`src/rtl/dram_test_pkg.sv`:
```
// Shared types and LFSR feedback constants for the DRAM pattern tester.
package dram_test_pkg;

   typedef enum logic [1:0] {
      MODE_ADDR_HI = 2'd0,
      MODE_ADDR_LO = 2'd1,
      MODE_WALK1   = 2'd2,
      MODE_LFSR    = 2'd3
   } mode_e;

   typedef enum logic [3:0] {
      ST_IDLE, ST_WAIT_IDLE,
      ST_WR_REQ, ST_WR_WAIT, ST_WR_NEXT,
      ST_RD_REQ, ST_RD_WAIT, ST_RD_CHECK,
      ST_DONE
   } state_e;

   typedef enum logic [1:0] {
      PH_FILL       = 2'd0,
      PH_VERIFY     = 2'd1,
      PH_INV_FILL   = 2'd2,
      PH_INV_VERIFY = 2'd3
   } phase_e;

   // Right-shift Galois feedback masks, maximal-length polynomial per width.
   function automatic logic [31:0] lfsr_taps(input int unsigned w);
      case (w)
         4:       return 32'h0000_000C;
         5:       return 32'h0000_0014;
         6:       return 32'h0000_0030;
         7:       return 32'h0000_0060;
         8:       return 32'h0000_00B8;
         9:       return 32'h0000_0110;
         10:      return 32'h0000_0240;
         12:      return 32'h0000_0E08;
         16:      return 32'h0000_B400;
         24:      return 32'h00E1_0000;
         32:      return 32'h8020_0003;
         default: return (32'h1 << (w - 1)) | 32'h1;
      endcase
   endfunction

endpackage

```
`src/rtl/dram_pattern_gen.sv`:
```
// Pattern source: LFSR state plus a combinational mux of the per-address pattern,
// optionally inverted for the second pass.
module dram_pattern_gen
   import dram_test_pkg::*;
#(
   parameter int unsigned ADDR_W    = 24,
   parameter int unsigned DATA_W    = 8,
   parameter int unsigned OFFSET    = 1,
   parameter logic [31:0] LFSR_SEED = 32'h1
) (
   input  logic              clk_i,
   input  logic              rst_n_i,
   input  logic              reseed_i,
   input  logic              step_i,
   input  mode_e             mode_i,
   input  logic              invert_i,
   input  logic [ADDR_W-1:0] addr_i,
   output logic [DATA_W-1:0] pattern_o
);

   localparam logic [DATA_W-1:0] TAPS = DATA_W'(lfsr_taps(DATA_W));
   localparam logic [DATA_W-1:0] SEED = DATA_W'(LFSR_SEED);
   localparam logic [DATA_W-1:0] OFS  = DATA_W'(OFFSET);

   logic [DATA_W-1:0] lfsr_q, lfsr_d;
   logic [DATA_W-1:0] base;

   always_comb begin
      lfsr_d = lfsr_q;
      if (reseed_i)
         lfsr_d = SEED;
      else if (step_i)
         lfsr_d = (lfsr_q >> 1) ^ (lfsr_q[0] ? TAPS : '0);
   end

   always_ff @(posedge clk_i or negedge rst_n_i) begin
      if (!rst_n_i) lfsr_q <= SEED;
      else          lfsr_q <= lfsr_d;
   end

   // Address is widened to 64 bits so narrow ADDR_W still yields addr[15:8] = 0.
   always_comb begin
      base = '0;
      case (mode_i)
         MODE_ADDR_HI: base = DATA_W'((64'(addr_i) >> 8) & 64'hFF) + OFS;
         MODE_ADDR_LO: base = DATA_W'(64'(addr_i)) + OFS;
         MODE_WALK1:   base = DATA_W'(1) << (64'(addr_i) % 64'(DATA_W));
         MODE_LFSR:    base = lfsr_q;
         default:      base = '0;
      endcase
      pattern_o = invert_i ? ~base : base;
   end

endmodule

```
`src/rtl/dram_pattern_tester.sv`:
```
// DRAM self-test engine: fill / verify (optionally inverted) over the whole address
// range through a single-outstanding ena/ack/busy handshake; reports errors and first fail.
module dram_pattern_tester
   import dram_test_pkg::*;
#(
   parameter int unsigned ADDR_W    = 24,
   parameter int unsigned DATA_W    = 8,
   parameter int unsigned OFFSET    = 1,
   parameter logic [31:0] LFSR_SEED = 32'h1,
   parameter int unsigned ERR_W     = 16
) (
   input  logic              clk_i,
   input  logic              rst_n_i,
   input  logic              start_i,
   input  logic [1:0]        mode_i,
   input  logic              invert_pass_i,
   input  logic              loop_i,
   input  logic              stop_on_err_i,
   output logic [ADDR_W-1:0] mem_addr_o,
   output logic              mem_write_o,
   output logic              mem_ena_o,
   output logic [DATA_W-1:0] mem_wr_data_o,
   input  logic              mem_ack_i,
   input  logic              mem_busy_i,
   input  logic [DATA_W-1:0] mem_rd_data_i,
   output logic              running_o,
   output logic [1:0]        phase_o,
   output logic              error_o,
   output logic [ERR_W-1:0]  err_cnt_o,
   output logic [ADDR_W-1:0] fail_addr_o,
   output logic [DATA_W-1:0] fail_exp_o,
   output logic [DATA_W-1:0] fail_got_o,
   output logic [15:0]       pass_cnt_o
);

   state_e            state_q, state_d;
   phase_e            phase_q, phase_d;
   mode_e             mode_q, mode_d;
   logic              inv_q, inv_d, soe_q, soe_d;
   logic [ADDR_W-1:0] addr_q, addr_d;
   logic              ena_q, ena_d, write_q, write_d;
   logic [ADDR_W-1:0] maddr_q, maddr_d;
   logic [DATA_W-1:0] wdata_q, wdata_d, rd_q, rd_d;
   logic              error_q, error_d;
   logic [ERR_W-1:0]  err_cnt_q, err_cnt_d;
   logic [ADDR_W-1:0] fail_addr_q, fail_addr_d;
   logic [DATA_W-1:0] fail_exp_q, fail_exp_d, fail_got_q, fail_got_d;
   logic [15:0]       pass_cnt_q, pass_cnt_d;

   logic              reseed, step, mismatch;
   logic [DATA_W-1:0] pattern;

   dram_pattern_gen #(
      .ADDR_W(ADDR_W), .DATA_W(DATA_W), .OFFSET(OFFSET), .LFSR_SEED(LFSR_SEED)
   ) u_gen (
      .clk_i(clk_i), .rst_n_i(rst_n_i), .reseed_i(reseed), .step_i(step),
      .mode_i(mode_q), .invert_i(phase_q[1]), .addr_i(addr_q), .pattern_o(pattern)
   );

   assign mismatch = (rd_q != pattern);

   always_comb begin
      state_d     = state_q;
      phase_d     = phase_q;
      mode_d      = mode_q;
      inv_d       = inv_q;
      soe_d       = soe_q;
      addr_d      = addr_q;
      ena_d       = ena_q;
      write_d     = write_q;
      maddr_d     = maddr_q;
      wdata_d     = wdata_q;
      rd_d        = rd_q;
      error_d     = error_q;
      err_cnt_d   = err_cnt_q;
      fail_addr_d = fail_addr_q;
      fail_exp_d  = fail_exp_q;
      fail_got_d  = fail_got_q;
      pass_cnt_d  = pass_cnt_q;
      reseed      = 1'b0;
      step        = 1'b0;

      case (state_q)
         ST_IDLE, ST_DONE: begin
            if (start_i) begin
               mode_d      = mode_e'(mode_i);
               inv_d       = invert_pass_i;
               soe_d       = stop_on_err_i;
               error_d     = 1'b0;
               err_cnt_d   = '0;
               fail_addr_d = '0;
               fail_exp_d  = '0;
               fail_got_d  = '0;
               phase_d     = PH_FILL;
               addr_d      = '0;
               reseed      = 1'b1;
               state_d     = ST_WAIT_IDLE;
            end else if (state_q == ST_DONE && loop_i) begin
               // Soak restart keeps the error record accumulated so far.
               pass_cnt_d = pass_cnt_q + 16'd1;
               phase_d    = PH_FILL;
               addr_d     = '0;
               reseed     = 1'b1;
               state_d    = ST_WAIT_IDLE;
            end
         end
         ST_WAIT_IDLE: if (!mem_busy_i) state_d = ST_WR_REQ;
         ST_WR_REQ, ST_RD_REQ: begin
            // Bus fields load only as ena rises, so they stay frozen until the ack.
            if (!ena_q) begin
               ena_d   = 1'b1;
               maddr_d = addr_q;
               write_d = (state_q == ST_WR_REQ);
               wdata_d = (state_q == ST_WR_REQ) ? pattern : '0;
            end else if (mem_ack_i) begin
               ena_d   = 1'b0;
               state_d = (state_q == ST_WR_REQ) ? ST_WR_WAIT : ST_RD_WAIT;
            end
         end
         ST_WR_WAIT: if (!mem_busy_i) state_d = ST_WR_NEXT;
         ST_WR_NEXT: begin
            if (addr_q != '1) begin
               addr_d  = addr_q + 1'b1;
               step    = 1'b1;
               state_d = ST_WR_REQ;
            end else begin
               addr_d  = '0;
               reseed  = 1'b1;
               phase_d = phase_e'(phase_q + 2'd1);
               state_d = ST_RD_REQ;
            end
         end
         ST_RD_WAIT: begin
            if (!mem_busy_i) begin
               rd_d    = mem_rd_data_i;
               state_d = ST_RD_CHECK;
            end
         end
         ST_RD_CHECK: begin
            if (mismatch) begin
               error_d = 1'b1;
               if (err_cnt_q != '1) err_cnt_d = err_cnt_q + 1'b1;
               if (!error_q) begin
                  fail_addr_d = addr_q;
                  fail_exp_d  = pattern;
                  fail_got_d  = rd_q;
               end
            end
            if (mismatch && soe_q) begin
               state_d = ST_DONE;
            end else if (addr_q != '1) begin
               addr_d  = addr_q + 1'b1;
               step    = 1'b1;
               state_d = ST_RD_REQ;
            end else begin
               addr_d = '0;
               reseed = 1'b1;
               if (inv_q && phase_q == PH_VERIFY) begin
                  phase_d = PH_INV_FILL;
                  state_d = ST_WR_REQ;
               end else begin
                  state_d = ST_DONE;
               end
            end
         end
         default: state_d = ST_IDLE;
      endcase
   end

   always_ff @(posedge clk_i or negedge rst_n_i) begin
      if (!rst_n_i) begin
         state_q     <= ST_IDLE;
         phase_q     <= PH_FILL;
         mode_q      <= MODE_ADDR_HI;
         inv_q       <= 1'b0;
         soe_q       <= 1'b0;
         addr_q      <= '0;
         ena_q       <= 1'b0;
         write_q     <= 1'b0;
         maddr_q     <= '0;
         wdata_q     <= '0;
         rd_q        <= '0;
         error_q     <= 1'b0;
         err_cnt_q   <= '0;
         fail_addr_q <= '0;
         fail_exp_q  <= '0;
         fail_got_q  <= '0;
         pass_cnt_q  <= '0;
      end else begin
         state_q     <= state_d;
         phase_q     <= phase_d;
         mode_q      <= mode_d;
         inv_q       <= inv_d;
         soe_q       <= soe_d;
         addr_q      <= addr_d;
         ena_q       <= ena_d;
         write_q     <= write_d;
         maddr_q     <= maddr_d;
         wdata_q     <= wdata_d;
         rd_q        <= rd_d;
         error_q     <= error_d;
         err_cnt_q   <= err_cnt_d;
         fail_addr_q <= fail_addr_d;
         fail_exp_q  <= fail_exp_d;
         fail_got_q  <= fail_got_d;
         pass_cnt_q  <= pass_cnt_d;
      end
   end

   assign mem_addr_o    = maddr_q;
   assign mem_write_o   = write_q;
   assign mem_ena_o     = ena_q;
   assign mem_wr_data_o = wdata_q;
   assign running_o     = !(state_q == ST_IDLE || state_q == ST_DONE);
   assign phase_o       = phase_q;
   assign error_o       = error_q;
   assign err_cnt_o     = err_cnt_q;
   assign fail_addr_o   = fail_addr_q;
   assign fail_exp_o    = fail_exp_q;
   assign fail_got_o    = fail_got_q;
   assign pass_cnt_o    = pass_cnt_q;

endmodule

```
`config.mk`:
```
export PLATFORM = sky130hd
export DESIGN_NAME = dram_pattern_tester
export DESIGN_NICKNAME = d
export VERILOG_FILES = /design/src/rtl/dram_test_pkg.sv /design/src/rtl/dram_pattern_gen.sv /design/src/rtl/dram_pattern_tester.sv
export SDC_FILE = /design/constraint.sdc
export NUM_CORES = 1
export LEC_CHECK = 0
export ABC_AREA = 1
export BUFFER_PORTS_ARGS = -buffer_cell sky130_fd_sc_hd__buf_2
export CAP_MARGIN = 40
export CELL_PAD_IN_SITES_DETAIL_PLACEMENT = 0
export CELL_PAD_IN_SITES_GLOBAL_PLACEMENT = 1
export CORE_MARGIN = 2
export CORE_UTILIZATION = 38
export CTS_BUF_LIST = sky130_fd_sc_hd__clkbuf_16
export DETAILED_ROUTE_END_ITERATION = 8
export PLACE_DENSITY = 0.76
export SLEW_MARGIN = 10
export SYNTH_ARGS = -nofsm -noshare
export SYNTH_HDL_FRONTEND = slang
export SYNTH_SLANG_ARGS = --single-unit
```
`constraint.sdc`:
```
create_clock -name clk_i -period 2.8 [get_ports clk_i]
set_input_delay 0.42 -clock clk_i [delete_from_list [all_inputs] [get_ports clk_i]]
set_output_delay 0.42 -clock clk_i [all_outputs]
set_load 0.01 [all_outputs]
```
==> results.py <==
metrics = {
    "worst_setup_path": {
        "crit_path_end_kind": "register",
        "cp.required_ns": 3.17,
        "cp-start-kind": "register",
        "arrival_ns": 3.14,
        "startpoint": "mode_q[1]$_DFFE_PN0P_",
        "path_class": "reg2reg",
        "path_max_fanout": 8,
        "r2r_start": "mode_q[1]$_DFFE_PN0P_",
    },
    "clock_tree": {
        "cts.sinks": 157,
        "clkSlewWorstSetupHoldPaths_ns": 0.07,
        "tritoncts": "yes",
        "htreeDepth": 4,
        "worstSkewPairLatency_ns": 0.43,
        "cts_inserted_buffers": 17,
        "cts_buffer_depth": 2,
        "clockRootBuffer": "clkbuf_16",
    },
    "global_route": {
        "first_global_vias": 7466,
        "antenna_found_initial": 0,
        "grt_max_degree": 68,
        "grt_pass1_wl_um": 40700,
        "overflow": 0,
        "grtUsageTotal_pct": 22.0,
    },
    "place": {
        "place_area_um2": 9660,
        "io_buffers": 127,
        "globalplace.congestion": 0.896,
        "dpl.hpwl_um": 17800,
    },
    "timing": {
        "worst_slew_pin_slew_ns": 0.747,
        "setup_tns_ns": 0,
        "final_hold_viol_count": 0,
        "slew_headroom_pct": 49.9,
        "setup-violations-final": 0,
        "timing.fmax_ghz": 0.361,
        "drv_slew": 0,
        "clock_skew_ns": 0.00909,
        "rsz0062_at_grt": "true",
        "min_period_ns": 2.77,
        "timing.final.crit_share_pct": 98.9,
    },
    "floorplanning": {
        "ios": 128,
        "dieArea_um2": 23200,
        "num_rows": 54,
        "start_util_pct": 38.5,
        "die_y_um": 152,
        "fp.dieW_um": 152,
        "core_area_um2": 21700,
    },
    "synth": {
        "synth_ff_type": "dfrtp_1",
        "avgSynthCellArea_um2": 7.80,
        "ys_ff_latch": 157,
        "synth_top_area_cell": "dfrtp_1",
        "netlist_area_um2": 8340,
        "async_flop_share_pct": 100,
        "seq_area_frac_synth_pct": 47.1,
        "synthDistinctLibCells": 43,
        "synth_edf_count": 0,
        "ys_warn_count": 0,
        "synth_top_area_share_pct": 46.8,
        "syn_nets": 1098,
        "syn_inst": 1070,
        "ys_top_cells_by_area": "dfrtp_1, nand2_1, nand4_1",
    },
    "cells_and_area": {
        "nNetsFinal": 1281,
        "drive_above_1_share_pct": 27.8,
        "area_growth_pct": 31.5,
        "n_antenna_cell": 0,
        "fin_area_um2": 11000,
    },
    "detailed_routing": {
        "vias": 7913,
        "antenna_left": 0,
        "vias_per_cell": 5.13,
        "drt_iter0_drc": 514,
        "drt_wl_total_um": 25900,
        "drt_pre_antenna_iters": 4,
        "wl_per_cell_um": 16.8,
        "drc": 0,
    },
    "power_and_ir_drop": {
        "ir_worst_vdd_uv": 500,
        "p_per_area_nw_per_um2": 896,
        "leakagePower_nw": 5.63,
        "power_mw": 9.83,
    },
    "job": {
        "drv_cap": 0,
    },
    "worst_hold_path": {
        "min_path_type": "in2async",
    },
    "run_status": {
        "status": "complete, no violations",
    },
}
[worst paths after layout]
path | endpoint | slack, ns | cells after the start
max | u_gen.lfsr_q[6]$_DFFE_PN0P_ | 0.03 | 22
min | pass_cnt_o[7]$_DFFE_PN0P_ | 0.003 | 1
max reg2reg | u_gen.lfsr_q[6]$_DFFE_PN0P_ | 0.03 | 22
min reg2reg | fail_got_o[6]$_DFFE_PN0P_ | 0.46 | 2
max in group asynchronous | u_gen.lfsr_q[0]$_DFFE_PN1P_ | 2.03 | 2
min in group clk_i | rd_q[2]$_DFFE_PN0P_ | 0.22 | 2
[per-layer routing]
metal	vias up	GRT usage [%]	share of wire, %	wire [µm]
met4	0	7.08	1.8	459
met1	3765	31.7	46	12000
li1	3860	-	-	-
met2	259	34.2	46	12000
met5	-	0	0	0
met3	29	3.24	5.5	1420
[layout make-up]
| type | instances | area (µm²) |
|---|---|---|
| clock buffers | 17 | 425 |
| clock inverters | 13 | 150 |
| fillers | 2112 | 10700 |
| inverters | 83 | 324 |
| multi-input cells | 786 | 4200 |
| flip-flops and latches | 157 | 3930 |
| well taps | 280 | 350 |
| repair buffers | 208 | 1590 |
[logic make-up (layout without fill, tap and decap cells)]
logic type                 after synthesis  in the layout  share of synthesized area [%]
adders and majority gates               10             10                           1.50
AOI/OAI and AO/OA                       99             99                           6.18
buffers and inverters                  127            321                           6.55
xor gates and xnor gates                43             43                           4.51
muxes                                    7              7                          0.945
DFF                                    157            157                           47.1
and+or+nand+nor                        627            627                           33.2
[power breakdown]
part           internal (mW)  switching, mW
combinational           1.88           2.68
sequential              2.62          0.312
clock                   1.38          0.956
[metrics by stage]
step / instances / util (%) / worst slack, ns / hold slack (ns)
global placement: 1490 / 44.5 / -0.0148 / 0.453
CTS: 1535 / 48.4 / -0.00528 / 0.0212
floorplan: 1070 / - / 0.00525 / 0.124
detailed placement: 1490 / 44.5 / -0.151 / 0.454
finish: 1544 / 50.6 / 0.0300 / 0.00334
global route: 1544 / 50.6 / -0.148 / 0.0503
[state kept, by name, summed over array words and instances, names as in the netlist, 8 cells and up]
| signal | flops |
|---|---|
| rd_q | 8 |
| fail_exp_o | 8 |
| fail_addr_o | 24 |
| pass_cnt_o | 16 |
| mem_wr_data_o | 8 |
| u_gen.lfsr_q | 8 |
| mem_addr_o | 24 |
| addr_q | 24 |
| err_cnt_o | 16 |
| fail_got_o | 8 |
[cells in the mapped netlist, types with 2 or more instances]
master    count
nand4_1      52
ha_1         10
nand2_4       2
buf_6         4
buf_4         9
buf_2         3
nor4_1        9
o21ai_1      19
inv_1        77
nand2_2       3
mux2_2        7
xnor2_1       7
clkbuf_1     27
nor2_1       84
o21ai_0      59
nand2_1     353
nand3_1      64
a21oi_1      14
nand3b_1      9
xor2_1       36
or2_2        10
dfrtp_1     156
nor2_2        7
nor3_1       27
inv_2         4
[layout by cell type (no fill, tap or decap), drive strengths merged, types with 9 or more instances in the layout]
cell type,netlist,final
nor4,9,9
o21ai,79,79
nand3,66,66
dfrtp,156,156
a21oi,14,14
clkbuf,27,24
nor3,27,27
nand3b,9,9
inv,82,84
nand4,52,52
nor2,93,93
nand2,358,358
or2,12,12
xor2,36,36
buf,17,201
ha,10,10
[what timing repair did]
item                                    in CTS  in global routing
pin swaps                                   13                 21
cloned                                       4                 10
hold buffers                                 0                  0
endpoints found under the setup margin      90                 97
buffers inserted                            12                  2
gates resized for setup                     19                104
[critical path, cell delays in order (launching register included)]
cell and delay (ns):
dfrtp_1 0.39, inv_2 0.10, nand2_4 0.06, nand2_2 0.06, nand2_2 0.07, ha_4 0.24
or2_4 0.23, nand3_2 0.06, nand2_2 0.05, nand2_2 0.07, xor2_1 0.14, nand3_1 0.11
nor2_2 0.13, nand3_2 0.10, nor2_4 0.13, nand2_4 0.07, buf_6 0.12, nand3_4 0.08
nand2_8 0.08, buf_12 0.15, nor2_8 0.14, nand2_1 0.07, nand2_1 0.06
(Power assumes the default switching activity.)
